## config.mk

```make
export PLATFORM = sky130hd
export DESIGN_NAME = pulse_level_sequencer
export DESIGN_NICKNAME = d
export VERILOG_FILES = /design/src/rtl/pulse_level_sequencer.sv
export SDC_FILE = /design/constraint.sdc
export NUM_CORES = 1
export LEC_CHECK = 0
export CORE_MARGIN = 2
export CORE_UTILIZATION = 35
export CTS_CLUSTER_DIAMETER = 60
export DETAILED_ROUTE_END_ITERATION = 6
export DONT_BUFFER_PORTS = 1
export GPL_TIMING_DRIVEN = 0
export PLACE_DENSITY = 0.46
export SLEW_MARGIN = 25
export SYNTH_ARGS = -nofsm -noshare
export SYNTH_HDL_FRONTEND = slang
export SYNTH_SLANG_ARGS = --single-unit
```

## constraint.sdc

```tcl
create_clock -name clk -period 6.2 [get_ports clk]
set_input_delay 1.55 -clock clk [delete_from_list [all_inputs] [get_ports clk]]
set_output_delay 1.55 -clock clk [all_outputs]
set_load 0.02 [all_outputs]
```

## src/rtl/pulse_level_sequencer.sv

```systemverilog
// pulse_level_sequencer
// Turns single-cycle request pulses into held-high service levels.
// Requests that arrive while a unit is busy queue in a saturating counter.
// Each level is released by the unit's done pulse, or by a timeout.
// A fixed idle gap then follows before the next level may start.
// The flags ovf (dropped request) and err (spurious done or timeout)
// are sticky until clr.
module pulse_level_sequencer #(
    parameter int CNT_W = 4,
    parameter int GAP   = 2,
    parameter int TMO   = 1024
) (
    input  logic             clk,
    input  logic             reset,
    input  logic             in,
    input  logic             done,
    input  logic             clr,
    output logic             out,
    output logic             busy,
    output logic [CNT_W-1:0] pending,
    output logic             ovf,
    output logic             err
);

    typedef enum logic [1:0] {
        ST_IDLE = 2'd0,
        ST_RUN  = 2'd1,
        ST_GAP  = 2'd2
    } state_t;

    // Timer sized to hold TMO-1, the last RUN cycle before a forced release
    localparam int TW = (TMO > 2) ? $clog2(TMO) : 1;
    localparam logic [TW-1:0]    TMO_LAST = TW'(TMO - 1);
    localparam logic [TW-1:0]    TMR_ONE  = TW'(1);
    localparam logic [3:0]       GAP_LAST = 4'(GAP - 1);
    localparam logic [3:0]       GAP_ONE  = 4'd1;
    localparam logic [CNT_W-1:0] CNT_ONE  = CNT_W'(1);
    localparam logic [CNT_W-1:0] CNT_MAX  = '1;

    state_t           state, state_nxt;
    logic [TW-1:0]    tmo_cnt;
    logic [3:0]       gap_cnt;
    logic             tmo_hit;
    logic             start;
    logic             out_nxt, busy_nxt;
    logic [CNT_W-1:0] pending_nxt;
    logic             drop, err_evt;
    logic             ovf_nxt, err_nxt;

    assign tmo_hit = (tmo_cnt == TMO_LAST);
    assign start   = (state == ST_IDLE) && ((pending != '0) || in);

    // State register; out and busy are registered alongside the state
    always_ff @(posedge clk or posedge reset) begin
        if (reset) begin
            state <= ST_IDLE;
            out   <= 1'b0;
            busy  <= 1'b0;
        end else begin
            state <= state_nxt;
            out   <= out_nxt;
            busy  <= busy_nxt;
        end
    end

    // Next-state logic: done takes priority over a coincident timeout
    always_comb begin
        state_nxt = state;
        case (state)
            ST_IDLE: if (start) state_nxt = ST_RUN;
            ST_RUN:  if (done || tmo_hit) state_nxt = ST_GAP;
            ST_GAP:  if (gap_cnt == GAP_LAST) state_nxt = ST_IDLE;
            default: state_nxt = ST_IDLE;
        endcase
    end

    // Output decode of the next state, captured by the state register
    always_comb begin
        out_nxt  = (state_nxt == ST_RUN);
        busy_nxt = (state_nxt != ST_IDLE);
    end

    // Request counter and sticky-flag next values
    always_comb begin
        pending_nxt = pending;
        drop        = 1'b0;
        if (start) begin
            // A new pulse in the starting cycle replaces the slot being freed
            if ((pending != '0) && !in) pending_nxt = pending - CNT_ONE;
        end else if (in) begin
            if (pending == CNT_MAX) drop = 1'b1;
            else                    pending_nxt = pending + CNT_ONE;
        end
        err_evt = (done && (state != ST_RUN)) ||
                  ((state == ST_RUN) && tmo_hit && !done);
        // A new event outranks a coincident clear
        ovf_nxt = drop    | (ovf & ~clr);
        err_nxt = err_evt | (err & ~clr);
    end

    // Counter, flags and the RUN/GAP cycle timers
    always_ff @(posedge clk or posedge reset) begin
        if (reset) begin
            pending <= '0;
            ovf     <= 1'b0;
            err     <= 1'b0;
            tmo_cnt <= '0;
            gap_cnt <= '0;
        end else begin
            pending <= pending_nxt;
            ovf     <= ovf_nxt;
            err     <= err_nxt;
            tmo_cnt <= (state == ST_RUN) ? tmo_cnt + TMR_ONE : '0;
            gap_cnt <= (state == ST_GAP) ? gap_cnt + GAP_ONE : 4'd0;
        end
    end

endmodule

```

# Yosys cells after proc, flatten, opt, wreduce, memory -nomap -nowiden
# Cells that the tools add are included.
op_classes:
  addsub: 4
  eq_ne: 9
  mux: 13
  n_bitwise: 5
  n_reduce_logical: 15
ops:
  columns: ["operator", "count"]
  rows:
  - ["2-to-1 mux 4 bit", 5]
  - ["adder 10 x 1 -> 10 bit (second input constant)", 1]
  - ["equality test 10 bit (second input constant)", 1]
  - ["2-to-1 mux 10 bit", 1]
  - ["adder 4 x 1 -> 4 bit (second input constant)", 2]
  - ["2-to-1 mux 2 bit", 3]
  - ["one-hot mux 2 bit (3 select lines)", 1]
  - ["logical AND 1 bit", 5]
  - ["equality test 2 x 1 -> 1 bit (second input constant)", 2]
  - ["equality test 4 x 1 -> 1 bit (second input constant)", 1]
  - ["equality test 4 bit (second input constant)", 1]
  - ["inequality test 2 x 1 -> 1 bit (second input constant)", 2]
  - ["nonzero test 2 bit", 2]
  - ["nonzero test 4 bit", 1]
  - ["subtractor 4 x 1 -> 4 bit (second input constant)", 1]
  - ["logical OR 1 bit", 3]
  - ["2-to-1 mux 1 bit", 3]
  - ["AND reduction 3 bit", 1]
  - ["AND 1 bit", 2]
  - ["equality test 2 bit (second input constant)", 1]
  - ["logical NOT 1 bit", 2]
  - ["logical NOT 2 bit", 1]
  - ["inequality test 2 bit (second input constant)", 1]
  - ["bitwise OR 1 bit", 2]
  - ["NOT 1 bit", 1]
totals:
  register_bits: 24
  inputBits: 5
  output_inout_bits: 8
  wordCells: 54

# Logic depth before layout (Yosys ltp)
# Gate-level depths: netlist (run 1).
logic_depth:
  word_depth: 6
  depth_mapped: 8
  depth_no_buf: 8

# Worst setup path before layout (run 1)
# OpenSTA, ideal clock, no wires.
synth_timing:
  kind: "input to register"
  from: "input port in"
  to: "register pending[3]"
  setup_ps: 79
  arrival_ps: 3327
  required_time_ps: 6121
  path_slack_ps: 2794
  cell_stages: 8
  path_buffers: 0
  path_cell_list: "or4_4 -> o21bai_4 -> inv_1 -> ha_1 -> a21o_1 -> a21oi_1 -> mux2_2 -> mux2i_1"
synth_between:
  elab_chain_len: 4
  word_cells_on_any_way: 9
  cone_classes: "2 x eq/ne; 1 x mux; 6 x reduce/logical"
synth_lines:
  columns: ["item", "line", "rtl"]
  rows:
  - ["start, declared", "15", "input logic in,"]
  - ["logical OR 1 bit / logical NOT 1 bit (equally long branches)", "51, 89", null]
  - ["logical AND 1 bit (on tied branches)", "51, 89", null]
  - ["inequality test 2 x 1 -> 1 bit (no source line), or another cell as far along", null, null]
  - ["AND reduction 3 bit (no source line)", null, null]
  - ["end signal, assigned", "110", "pending <= pending_nxt;"]
  - ["end, declared", "20", "output logic [CNT_W-1:0] pending,"]
# Parallel ways exist; a longest one is shown, timed or not.
# A chain may end at the register's enable or synchronous reset.

# Final worst setup path (run 1)
# Ends and elaborated chain as after synthesis.

==> results by group, run 1 <==
Cells and area
  • Layout cells sized above 1: about 6.7%
  • Nets: around 130
  • Fin util: about two fifths
  • Flip-flop and latch area: between 600 and 700 µm²
  • Area Overhead vs Synth: 7.804%
  • Diode count: 0
  • Most frequent cells in the layout: 24 x dfrtp_1, 15 x nor2_1, 8 x inv_1
  • Fillcell total: around 360
  • Area of the multi-input gates: about 560 µm²
  • Commonest non-fill, non-tap cell in the layout: dfrtp_1
  • Finished Cell Area: roughly 1300 µm²

Timing
  • Worst hold margin: ~0.5 ns
  • PnR worst setup slack: roughly 3.0 ns
  • Worst slew margin: a little over two fifths
  • Setup_tns: 0 ns
  • RSZ-0062 raised after global routing: false
  • Endpoints failing setup: 0
  • Final Hold Fails: 0
  • Slew @ Worst Pin: 0.8448 ns
  • Post-route minimum period: approximately 3.2 ns
  • Final period util: 52.00%
  • Fmax: about 0.31 GHz
  • Clock skew: about 0.01 ns
  • Slew Viols, Final: 0

Power and ir drop
  • Flop pwr share: 46.2%
  • Combinational share of power: 39.6%
  • Sw power: 0.2396 mW
  • P_leak: about 0.56 nW
  • Worst vdd ir: 0.2063 mV
  • PD cells: 444.6 nW/µm²
  • Internal: 0.3367 mW
  • Switching part of the total power: roughly two fifths
  • Clock power frac: 14.2%

Floorplanning
  • # IOs: 13
  • Die height: 62.61 µm
  • Core Region: approximately 3300 µm²
  • Rows: 21
  • Starting Density: a little over a third
  • Full die area: 3920 µm²
  • Die Width: approximately 63 µm

Critical path
  • Levels on crit path: 8
  • Worst R2R Path Depth: 8
  • Max FO, Critical Path: 6
  • FF-to-FF setup slack: 3.51 ns
  • Crit. End Element: flop
  • WP data arrival: 3.47 ns
  • Crit path max-delay cell type: or4_4
  • Startpoint Class: input pin
  • Crit path buffers/inverters: 1
  • Crit-path cells: or4_4 > o21bai_4 > inv_1 > ha_1 > a21o_1 > a21oi_1 > mux2_2 > mux2i_1
  • Crit path max-delay family: compound AO/OA/AOI/OAI gates
  • Worst path max stage delay: between 0.4 and 0.5 ns
  • CP required: 6.44 ns
  • Crit Path Class: input pin to flop

Worst hold path
  • Type of the worst min-delay path: flop to flop
  • Hold Crit Depth: 1

Place
  • IO Port Bufs: 0
  • HPWL Detailed: roughly 1.6 mm
  • Worst slack, placed: 2.641 ns
  • Gp weighted congestion: roughly 0.76
  • Placed cell areas: 1260 µm²

Clock network
  • Number of gates resized after CTS: 0
  • TritonCTS Sinks: 24
  • Hold-fix buffers, CTS: 0
  • Reg clk slew, reported paths: approximately 0.12 ns
  • Cts bufs inserted: 3
  • Max Buffers Root-to-Sink: 2
  • Skew-Pair Late Insertion Delay: ~0.31 ns
  • H-tree levels: 1
  • Root buffer cell: clkbuf_4
  • # Post-CTS Setup Buffers: 0
  • TritonCTS clock tree: built

Detailed routing
  • Antenna-violating nets left: 0
  • Routed wire per std cell: approximately 13 µm
  • DRT iter0 DRCs: 19
  • Vias per cell: about 5
  • # DRC: 0
  • Vias: ~810
  • DRT Wirelength: about 2.1 mm
  • First-pass DRT Iterations: 4

Global route
  • Largest net degree at the start of global routing: 25
  • Vias in the first global route: 805
  • Total congestion overflow: 0
  • First-pass GRT wire length: 3.967 mm
  • Antenna violations before repair: 0
  • Total track usage: between 10% and 20%

Synthesis
  • Post-synth net total: 127
  • Post-synthesis cell area: 1202 µm²
  • Prevailing post-synth register cell: dfrtp_1
  • YS warnings: 0
  • Distinct cells, synth: 34
  • Part of the Yosys area used for sequential elements: roughly half
  • Gate Count Post-Synth: 116
  • Syn avg cell area: about 10 µm²
  • Flops & latches, synth: 24
  • Async S/R FF share, synth: between 90% and 100%
  • Number of flops mapped to enable cells by yosys: 0

Status
  • Status: completed

Flow run
  • Max-cap viol count: 0
==> cell families after synthesis <==
group,after synthesis,synth area share [%]
AO/OA/AOI/OAI,15,8.949
XOR/XNOR,11,8.012
adder cells (fa/ha/maj),6,6.868
buffers and inverters,11,3.537
flip-flops,24,49.95
multiplexers,5,4.266
AND/OR/NAND/NOR,44,18.42
==> final cells by class <==
class	count	area share, %
flip-flops and latches	24	46.33
well taps	46	4.440
plain buffers	2	0.6757
inverters	9	2.606
clock buffers	4	2.799
multi-input cells	81	43.15
==> state kept, by name, indices dropped and copies added, names as in the netlist <==
register	flops
state	2
pending	4
busy	1
ovf	1
err	1
out	1
gap_cnt	4
tmo_cnt	10
==> stage by stage <==
step	cells	total power [mW]
after floorplan	116	0.4519
after CTS	166	0.5856
after global routing	166	0.6319
after detailed placement	162	0.5011
after global placement	162	0.4960
final	166	0.5763
==> path summary, 6_finish.rpt <==
path | startpoint | end
setup / recovery | in | pending[3]
hold / removal | tmo_cnt[0] | tmo_cnt[0]
setup reg to reg | pending[1] | pending[3]
hold reg to reg | tmo_cnt[0] | tmo_cnt[0]
max in group asynchronous | reset | tmo_cnt[9]
min in group asynchronous | reset | tmo_cnt[5]
==> synthesized netlist by cell type (2+ instances only) <==
cell type / count / area [µm²]
dfrtp_1: 24 / 600.6
nor2_1: 15 / 56.30
inv_1: 9 / 33.78
nand2_1: 7 / 26.28
xnor2_1: 7 / 61.31
ha_1: 5 / 62.56
mux2i_1: 4 / 40.04
nand3_1: 4 / 20.02
nor3_1: 4 / 20.02
xor2_1: 4 / 35.03
a21oi_1: 3 / 15.01
o22ai_1: 3 / 18.77
and4_1: 2 / 17.52
nand2b_1: 2 / 12.51
nand4_1: 2 / 12.51
nor4_1: 2 / 12.51
o31ai_1: 2 / 15.01
==> routing by layer <==
| layer | share of wire [%] | GRT usage [%] | wire length (µm) |
|---|---|---|---|
| met2 | 45 | 17.74 | 939 |
| met4 | 0.91 | 3.333 | 19 |
| met5 | 0 | 0 | 0 |
| met3 | 4.8 | 4.324 | 100 |
| met1 | 49 | 18.89 | 1020 |
==> power groups by stage <==
stage	combinational (mW)	sequential [mW]	clock, mW
after global placement	0.226	0.270	0
final	0.228	0.266	0.0816
after floorplan	0.192	0.260	0
after CTS	0.232	0.267	0.0860
after global routing	0.263	0.276	0.0930
after detailed placement	0.230	0.271	0
Note: power is estimated with default switching activity, not from simulation.
==> inputs of run 2 (changes only) <==
==> constraint.sdc (replaced) <==
create_clock -name clk -period 3 [get_ports clk]
set_input_delay 0.75 -clock clk [delete_from_list [all_inputs] [get_ports clk]]
set_output_delay 0.75 -clock clk [all_outputs]
set_load 0.02 [all_outputs]
==> results of run 2 <==
The final DEF is identical to that of run 1. Status: completed.
Main changes from that run: setup slack after placement 2.641 ns -> 0.2405 ns; clock-pin slew on the worst setup and hold paths 0.12 ns -> 0.13 ns; setup slack after layout 2.976 ns -> 0.3084 ns; hold slack 0.5011 ns -> 0.3662 ns; start point of the critical path in -> pending[1]; register-to-register setup slack 3.51 ns -> 0.31 ns; total power 0.5763 mW -> 1.191 mW; worst IR drop on VDD 0.2063 mV -> 0.4263 mV
==> inputs of run 3 (changes only) <==
--- a/config.mk
+++ b/config.mk
@@ -5,6 +5,7 @@
 export SDC_FILE = /design/constraint.sdc
 export NUM_CORES = 1
 export LEC_CHECK = 0
+export CORE_ASPECT_RATIO = 0.75
 export CORE_MARGIN = 2
 export CORE_UTILIZATION = 35
 export CTS_CLUSTER_DIAMETER = 60
@@ -12,6 +13,7 @@
 export DONT_BUFFER_PORTS = 1
 export GPL_TIMING_DRIVEN = 0
 export PLACE_DENSITY = 0.46
+export SKIP_CTS_REPAIR_TIMING = 1
 export SLEW_MARGIN = 25
 export SYNTH_ARGS = -nofsm -noshare
 export SYNTH_HDL_FRONTEND = slang
==> results by group, run 3 (synthesis results as in run 1) <==
Cells and area
  • Diode count: 0
  • Layout cells sized above 1: 6.667%
  • Nets: between 100 and 150
  • Layout Cells excl Fill: 160
  • Most flops, register: tmo_cnt
  • Max FFs per register: 10
  • Biggest regs: tmo_cnt (10), gap_cnt (4), pending (4)
  • Finished Cell Area: 1308 µm²
  • Area Overhead vs Synth: 8.741%
  • Commonest non-fill, non-tap cell in the layout: dfrtp_1
  • Most frequent cells in the layout: 24 x dfrtp_1, 15 x nor2_1, 9 x inv_1

Floorplanning
  • Starting Density: between 30% and 40%
  • Rows: 18
  • # IOs: 13
  • Full die area: 3925 µm²
  • Die height: 54.76 µm
  • Core Region: approximately 3300 µm²
  • Die Width: ~72 µm

Timing
  • RSZ-0062 raised after global routing: false
  • Worst slew margin: 40.10%
  • Slew @ Worst Pin: ~0.9 ns
  • Fmax: 0.3765 GHz
  • Final Hold Fails: 0
  • Setup_tns: 0 ns
  • Slew Viols, Final: 0
  • Endpoints failing setup: 0
  • Clock skew: approximately 0.0056 ns
  • Final period util: approximately 89%
  • Post-route minimum period: 2.656 ns

Place
  • IO Port Bufs: 0
  • Placed cell areas: around 1300 µm²
  • Gp weighted congestion: 0.7190
  • HPWL Detailed: 1.584 mm
  • Cells after DPL: roughly 160

Detailed routing
  • Routed wire per std cell: roughly 13 µm
  • Antenna-violating nets left: 0
  • # DRC: 0
  • Vias: roughly 800
  • DRT Wirelength: approximately 2.1 mm
  • Vias per cell: about 5
  • First-pass DRT Iterations: 4
  • DRT iter0 DRCs: 33

Global route
  • Total congestion overflow: 0
  • Antenna violations before repair: 0
  • Total track usage: around an eighth
  • Vias in the first global route: between 800 and 900
  • First-pass GRT wire length: 3.774 mm
  • Largest net degree at the start of global routing: 25

Clock network
  • TritonCTS clock tree: built
  • Max Buffers Root-to-Sink: 2
  • TritonCTS Sinks: 24
  • H-tree levels: 1
  • Skew-Pair Late Insertion Delay: 0.26 ns
  • Root buffer cell: clkbuf_8
  • Cts bufs inserted: 3
  • Reg clk slew, reported paths: 0.08 ns

Worst hold path
  • Type of the worst min-delay path: flop to flop
  • Hold Crit Depth: 1

Power and ir drop
  • Internal: about 0.74 mW
  • Total Power: ~1.2 mW
  • Combinational share of power: 38.6%
  • Sw power: ~0.50 mW
  • PD cells: between 900 and 1000 nW/µm²
  • Worst vdd ir: 0.3626 mV
  • P_leak: 0.5727 nW
  • Flop pwr share: 44.3%
  • Clock power frac: around 17%
  • Switching part of the total power: about two fifths

Critical path
  • Max FO, Critical Path: 6
  • Worst R2R Path Depth: 8
  • Crit Path Class: flop to flop
  • CP required: between 3 and 4 ns
  • Startpoint Class: flop
  • WP data arrival: 2.85 ns
  • Crit. End Element: flop

Status
  • Status: completed

Flow run
  • Max-cap viol count: 0
[run 3: changes by cell type in the layout (fill, tap and decap cells not counted), sizes merged]
cell,before,now
inv,8,9
clkinv,1,0
[run 3: critical path, stage by stage, from the launching register on]
cell	delay, ns
dfrtp_1	0.51
or4_4	0.61
o21bai_4	0.21
inv_1	0.09
ha_1	0.27
a21o_1	0.17
a21oi_1	0.23
mux2_2	0.36
mux2i_1	0.13
[run 3: layer usage]
metal	track usage [%]	vias up	part of all wire [%]
met5	0	-	0
met4	1.887	0	0.33
met3	5.157	2	4.6
met2	19.44	13	40
met1	17.37	381	55
li1	-	408	-
[run 3: through the flow]
| step | hold slack [ns] | utilization [%] | worst slack [ns] |
|---|---|---|---|
| finish | 0.4909 | 39.76 | 0.3438 |
| global route | 0.5192 | 39.76 | 0.1737 |
| CTS | 0.4948 | 39.76 | 0.3106 |
| detailed placement | 0.4841 | 38.09 | 0.2454 |
| global placement | 0.4787 | 38.09 | 0.2574 |
| floorplan | 0.4549 | - | 0.3935 |
[run 3: cell type report]
class | count | area, µm²
buffer | 2 | 8.758
clock buffer | 4 | 55.05
fill | 324 | 1981
inverter | 9 | 33.78
multi-input combinational | 81 | 559.3
sequential | 24 | 600.6
tap | 40 | 50.05
[run 3: worst paths after layout]
path	startpoint	end	slack, ns
min in group asynchronous	reset	tmo_cnt[2]	0.57
worst min register to register	tmo_cnt[0]	tmo_cnt[0]	0.49
max in group asynchronous	reset	pending[0]	1.88
worst max-delay path	pending[1]	pending[3]	0.34
worst max register to register	pending[1]	pending[3]	0.34
worst min-delay path	tmo_cnt[0]	tmo_cnt[0]	0.49
[run 3: power by group through the flow]
stage | sequential, mW | combinational, mW | clock, mW
CTS | 0.554 | 0.487 | 0.222
global placement | 0.557 | 0.472 | 0
global route | 0.570 | 0.544 | 0.237
floorplan | 0.538 | 0.396 | 0
finish | 0.552 | 0.480 | 0.213
detailed placement | 0.561 | 0.485 | 0
